$ cat src/rtl/matmul_mac_sequencer.sv
// Schedules one shared MAC datapath through a 4x4 matrix multiply, add or subtract,
// driving operand selects, accumulator control and delayed result write-back strobes.
module matmul_mac_sequencer #(
  parameter int N       = 4,
  parameter int IDX_W   = $clog2(N),
  parameter int MAC_LAT = 2
) (
  input  logic               clk,
  input  logic               rst,
  input  logic               start,
  input  logic [1:0]         op,
  input  logic               hold,
  output logic               issue,
  output logic [IDX_W-1:0]   a_row,
  output logic [IDX_W-1:0]   a_col,
  output logic [IDX_W-1:0]   b_row,
  output logic [IDX_W-1:0]   b_col,
  output logic               acc_clr,
  output logic               sub,
  output logic               wb_en,
  output logic [2*IDX_W-1:0] wb_idx,
  output logic               busy,
  output logic               done,
  output logic               error,
  output logic [2:0]         state_dbg
);

  localparam int DW = (MAC_LAT > 1) ? $clog2(MAC_LAT) : 1;
  localparam logic [IDX_W-1:0] MAX_IDX   = IDX_W'(N - 1);
  localparam logic [DW-1:0]    DRAIN_END = DW'(MAC_LAT - 1);

  typedef enum logic [2:0] {
    S_IDLE  = 3'd0,
    S_ISSUE = 3'd1,
    S_DRAIN = 3'd2,
    S_DONE  = 3'd3,
    S_ERR   = 3'd4
  } state_t;

  state_t                state, state_nxt;
  logic [1:0]            op_q;
  logic [IDX_W-1:0]      i_cnt, j_cnt, k_cnt;
  logic [DW-1:0]         drain_cnt;
  logic [MAC_LAT-1:0]    wb_v;
  logic [2*IDX_W-1:0]    wb_i [MAC_LAT];
  logic                  mul_mode, accept, elem_done, last_issue;

  // Handshake: issue is a valid-only strobe (the MAC always accepts); hold is the
  // sole backpressure and only gates new issues, never the write-back pipeline.
  always_comb begin
    mul_mode   = (op_q == 2'b00);
    accept     = start && (state == S_IDLE || state == S_DONE || state == S_ERR);
    issue      = (state == S_ISSUE) && !hold;
    elem_done  = !mul_mode || (k_cnt == MAX_IDX);
    last_issue = issue && elem_done && (i_cnt == MAX_IDX) && (j_cnt == MAX_IDX);
    state_nxt  = state;
    case (state)
      S_IDLE, S_DONE, S_ERR: if (start) state_nxt = (op == 2'b01) ? S_ERR : S_ISSUE;
      S_ISSUE:               if (last_issue) state_nxt = S_DRAIN;
      S_DRAIN:               if (drain_cnt == DRAIN_END) state_nxt = S_DONE;
      default:               state_nxt = S_IDLE;
    endcase
  end

  always_ff @(posedge clk) begin
    if (!rst) begin
      state     <= S_IDLE;
      op_q      <= 2'b00;
      i_cnt     <= '0;
      j_cnt     <= '0;
      k_cnt     <= '0;
      drain_cnt <= '0;
      wb_v      <= '0;
      for (int s = 0; s < MAC_LAT; s++) wb_i[s] <= '0;
    end else begin
      state <= state_nxt;
      if (accept) begin
        op_q  <= op;
        i_cnt <= '0;
        j_cnt <= '0;
        k_cnt <= '0;
      end else if (issue) begin
        if (!elem_done) begin
          k_cnt <= k_cnt + 1'b1;
        end else begin
          k_cnt <= '0;
          if (j_cnt == MAX_IDX) begin
            j_cnt <= '0;
            i_cnt <= (i_cnt == MAX_IDX) ? '0 : i_cnt + 1'b1;
          end else begin
            j_cnt <= j_cnt + 1'b1;
          end
        end
      end
      drain_cnt <= (state == S_DRAIN) ? drain_cnt + 1'b1 : '0;
      // With N a power of two, {i,j} is exactly i*N+j.
      wb_v[0] <= issue && elem_done;
      wb_i[0] <= {i_cnt, j_cnt};
      for (int s = 1; s < MAC_LAT; s++) begin
        wb_v[s] <= wb_v[s-1];
        wb_i[s] <= wb_i[s-1];
      end
    end
  end

  assign a_row     = i_cnt;
  assign a_col     = mul_mode ? k_cnt : j_cnt;
  assign b_row     = mul_mode ? k_cnt : i_cnt;
  assign b_col     = j_cnt;
  assign acc_clr   = issue && (!mul_mode || k_cnt == '0);
  assign sub       = (state == S_ISSUE) && (op_q == 2'b11);
  assign wb_en     = wb_v[MAC_LAT-1];
  assign wb_idx    = wb_i[MAC_LAT-1];
  assign busy      = (state == S_ISSUE) || (state == S_DRAIN);
  assign done      = (state == S_DONE);
  assign error     = (state == S_ERR);
  assign state_dbg = state;

endmodule

$ cat config.mk
export PLATFORM = sky130hd
export DESIGN_NAME = matmul_mac_sequencer
export DESIGN_NICKNAME = d
export VERILOG_FILES = /design/src/rtl/matmul_mac_sequencer.sv
export SDC_FILE = /design/constraint.sdc
export NUM_CORES = 1
export LEC_CHECK = 0
export CORE_MARGIN = 2
export CORE_UTILIZATION = 30
export DETAILED_ROUTE_END_ITERATION = 8
export DONT_BUFFER_PORTS = 1
export PLACE_DENSITY = 0.53
export SETUP_SLACK_MARGIN = 0.4
export SYNTH_ARGS = -nofsm -noshare
export SYNTH_HDL_FRONTEND = slang
export SYNTH_SLANG_ARGS = --single-unit
$ cat constraint.sdc
create_clock -name clk -period 2.4 [get_ports clk]
set_clock_uncertainty 0.2 [all_clocks]
set_input_delay 0.36 -clock clk [delete_from_list [all_inputs] [get_ports clk]]
set_output_delay 0.36 -clock clk [all_outputs]
set_load 0.03 [all_outputs]
==> flow_metrics.tcl <==
set metrics [dict create \
    outcome "finished, final reports clean" \
    busiest_layer "met2" \
    layout_setup_ws_ps 361 \
    dp_hpwl_um 1630 \
    p_clk_share_pct 37.5 \
    cpMaxStageDelayCell "or4b_4" \
    grt_pass1_wl_um 3670 \
    ir_worst_vdd_mv 0.468 \
    worst_hold_path.num_cells 2 \
    synth_compound_area_share_pct 15.3 \
    post-route-util_pct 37.9 \
    n_fill_cell 343 \
    p_per_area_nw_per_um2 619 \
    first_pass_iters 4 \
    grt_use_met1_pct 13.5 \
    r2r_start "state_dbg[1]" \
    post-place-ws_ps 399 \
    r2r_end "b_col[0]" \
    p_comb_share_pct 13.1 \
    cts_sinks 22 \
    crit_path_end_kind "output port" \
    cts.clk_slew.worst_paths_ps 130 \
    globalRouteOverflowTotal 0 \
    finalCriticalPeriod_ps 2040 \
    numCtsBuffers 3 \
    regToRegSetupSlack_ps 440 \
    worstSetupPathType "flip-flop to output port" \
    fin_crit_sh_pct 85.0 \
    grt_max_degree 14 \
    synthMuxAreaShare_pct 0 \
    routedWlPerCell_um 13.3 \
    grt_usage_pct 11.7 \
    multi_input_area_um2 518 \
    avgViaCountPerCell 4.99 \
    seq_area_frac_synth_pct 43.3 \
    crit_path_start_kind "flip-flop" \
    leakagePower_nw 0.494 \
    drt_iter0_markers 28 \
    timing.hold.ws_ps 7.23 \
    start_util_pct 30.9 \
    maxSlewHeadroom_pct 41.4 \
    max_freq_mhz 490 \
    design.core.area_um2 3280 \
    num_io_pins 28 \
    worst_ep_arrival_time_ps 1480 \
    tritoncts "done" \
    finalNetCount 139 \
    worst_r2r_path_depth 4 \
    grtUsageMet2_pct 19.7 \
    antenna_cells 0 \
    synth_top_family_by_area "simple AND/OR/NAND/NOR gates" \
    clk_path_buf_depth 2 \
    fin_tns_setup_ps 0 \
    antenna_left 0 \
    htreeDepth 1 \
    dieArea_um2 3870 \
    switching_share_pct 24.8 \
    sequentialPowerShare_pct 49.5 \
    cp_slowest_stage_delay_ps 580 \
    drc 0 \
    die_h_um 62.2 \
    synth-simple-area-share_pct 27.7 \
    synthCells 118 \
    syn_area_um2 1020 \
    cp_cell_sequence "or4b_4 -> clkinvlp_4 -> buf_12" \
    ys_ff_latch 22 \
    drv_cap 0 \
    synthXorXnorAreaFrac_pct 0.862 \
    grt_use_met3_pct 5.43 \
    antenna_found_initial 0 \
    grt_pass1_vias 775 \
    hold_violations 0 \
    setup_viol 0 \
    worstHoldEndpoint "op_q[1]" \
    synthAdderAreaFrac_pct 4.93 \
    vias 868 \
    die_x_um 62.2 \
    worstSkewPairLatency_ps 310 \
    min_from "start" \
    drive_above_1_share_pct 21.1 \
    p_sw_mw 0.191 \
    area_growth_pct 22.4 \
    avgSynthCellArea_um2 8.61 \
    num_rows 21 \
    register_area_um2 442 \
    synth_cell_types 32 \
    cts-root-buf "clkbuf_4" \
    path_max_fanout 4 \
    rsz0062_at_grt "true" \
    required_ps 1840 \
    totalWireLength_um 2310 \
    synth_fp_nets 128 \
    synth_warnings 0 \
    internal-power_mw 0.579 \
    slew_violations 0 \
    hold_class "input port to flip-flop" \
    io_buffers 0 \
    globalplace.congestion 0.874 \
    worstMarginPinSlew_ps 872 \
]
==> repair_timing <==
action                                  in CTS  in global routing
hold buffers                                 2                  1
endpoints found under the setup margin       4                  7
pin swaps                                    2                  0
resized for setup                            5                  3
setup buffers                                3                  1
endpoints found under the hold margin       10                  1
==> through the flow <==
stage                     total power, mW  area, um^2  cells
after floorplan                     0.452        1020    118
after global placement              0.470        1110    163
after detailed placement            0.472        1110    163
after CTS                           0.773        1220    172
after global routing                0.804        1240    174
final                               0.770        1240    174
==> worst max-delay path by stage <==
stage / from / to / depth (start not counted)
after floorplan: state_dbg[2] / acc_clr / 3
after global placement: hold / issue / 3
after detailed placement: hold / b_col[0] / 3
after CTS: state_dbg[1] / issue / 3
after global routing: state_dbg[1] / issue / 3
final: state_dbg[1] / issue / 3
==> power by group through the flow <==
stage	Combinational [mW]	Sequential, mW	Clock (mW)
4_1_cts	0.0969	0.381	0.296
3_5_place_dp	0.0837	0.389	0
5_1_grt	0.109	0.382	0.313
2_1_floorplan	0.0628	0.389	0
6_report	0.101	0.381	0.288
3_3_place_gp	0.0819	0.388	0
==> synthesized netlist by cell type <==
cell type,n,area [um^2]
a211o_1,1,8.76
a21oi_1,9,45.0
a221o_1,1,10.0
a311oi_1,1,8.76
a32oi_1,1,8.76
a41oi_1,1,8.76
and2_1,10,62.6
and3b_1,1,8.76
and4bb_2,1,12.5
buf_2,1,5.00
buf_4,4,30.0
clkbuf_1,5,18.8
dfxtp_1,22,440
ha_1,4,50.1
inv_1,7,26.3
nand2_1,10,37.5
nand3_1,6,30.0
nand3b_1,2,15.0
nand4_1,1,6.26
nand4b_1,2,17.5
nor2_1,6,22.5
nor2b_1,1,6.26
nor3_1,4,20.0
nor4bb_1,1,10.0
o211ai_1,3,22.5
o21ai_0,7,35.0
o31ai_1,1,7.51
or3_1,1,6.26
or3b_2,1,8.76
or4_1,1,7.51
or4b_1,1,10.0
xnor2_1,1,8.76
==> state kept, by name, summed over array words and instances (netlist names) <==
name	count
b_col	2
a_row	2
wb_i	8
drain_cnt	1
wb_v	2
k_cnt	2
op_q	2
state_dbg	3
==> layout make-up <==
cell class / count / area share, %
repair buffers: 16 / 11.6
multi-input cells: 79 / 41.7
clock inverters: 1 / 2.41
clock buffers: 3 / 1.81
well taps: 46 / 4.63
inverters: 7 / 2.41
flip-flops and latches: 22 / 35.5
==> cells in the final DEF (no fill, tap or decap), types with 4 or more instances in the layout <==
cell,instances
dfxtp_1,21
buf_4,11
nand2_1,10
and2_1,9
a21oi_1,9
o21ai_0,7
inv_1,6
nand3_1,6
ha_1,4
==> logic make-up (layout without fill, tap and decap cells) <==
kind of cell | after synthesis | count (layout)
compound gates | 25 | 25
xor+xnor | 1 | 1
fa+ha+maj | 4 | 4
buf+inv | 17 | 27
flops | 22 | 22
simple gates | 49 | 49
==> worst max-delay path: cells and delay by family (launching register included) <==
family	cells	cell delay (ps)
buffers and inverters	2	250
AND/OR/NAND/NOR	1	580
flip-flops	1	330
==> layer usage <==
metal  up-vias  routed length, um
li1        432                  -
met1       410               1000
met2        24               1100
met3         2                185
met4         0                 22
met5         -                  0
Power figures use the tool's default switching activity.
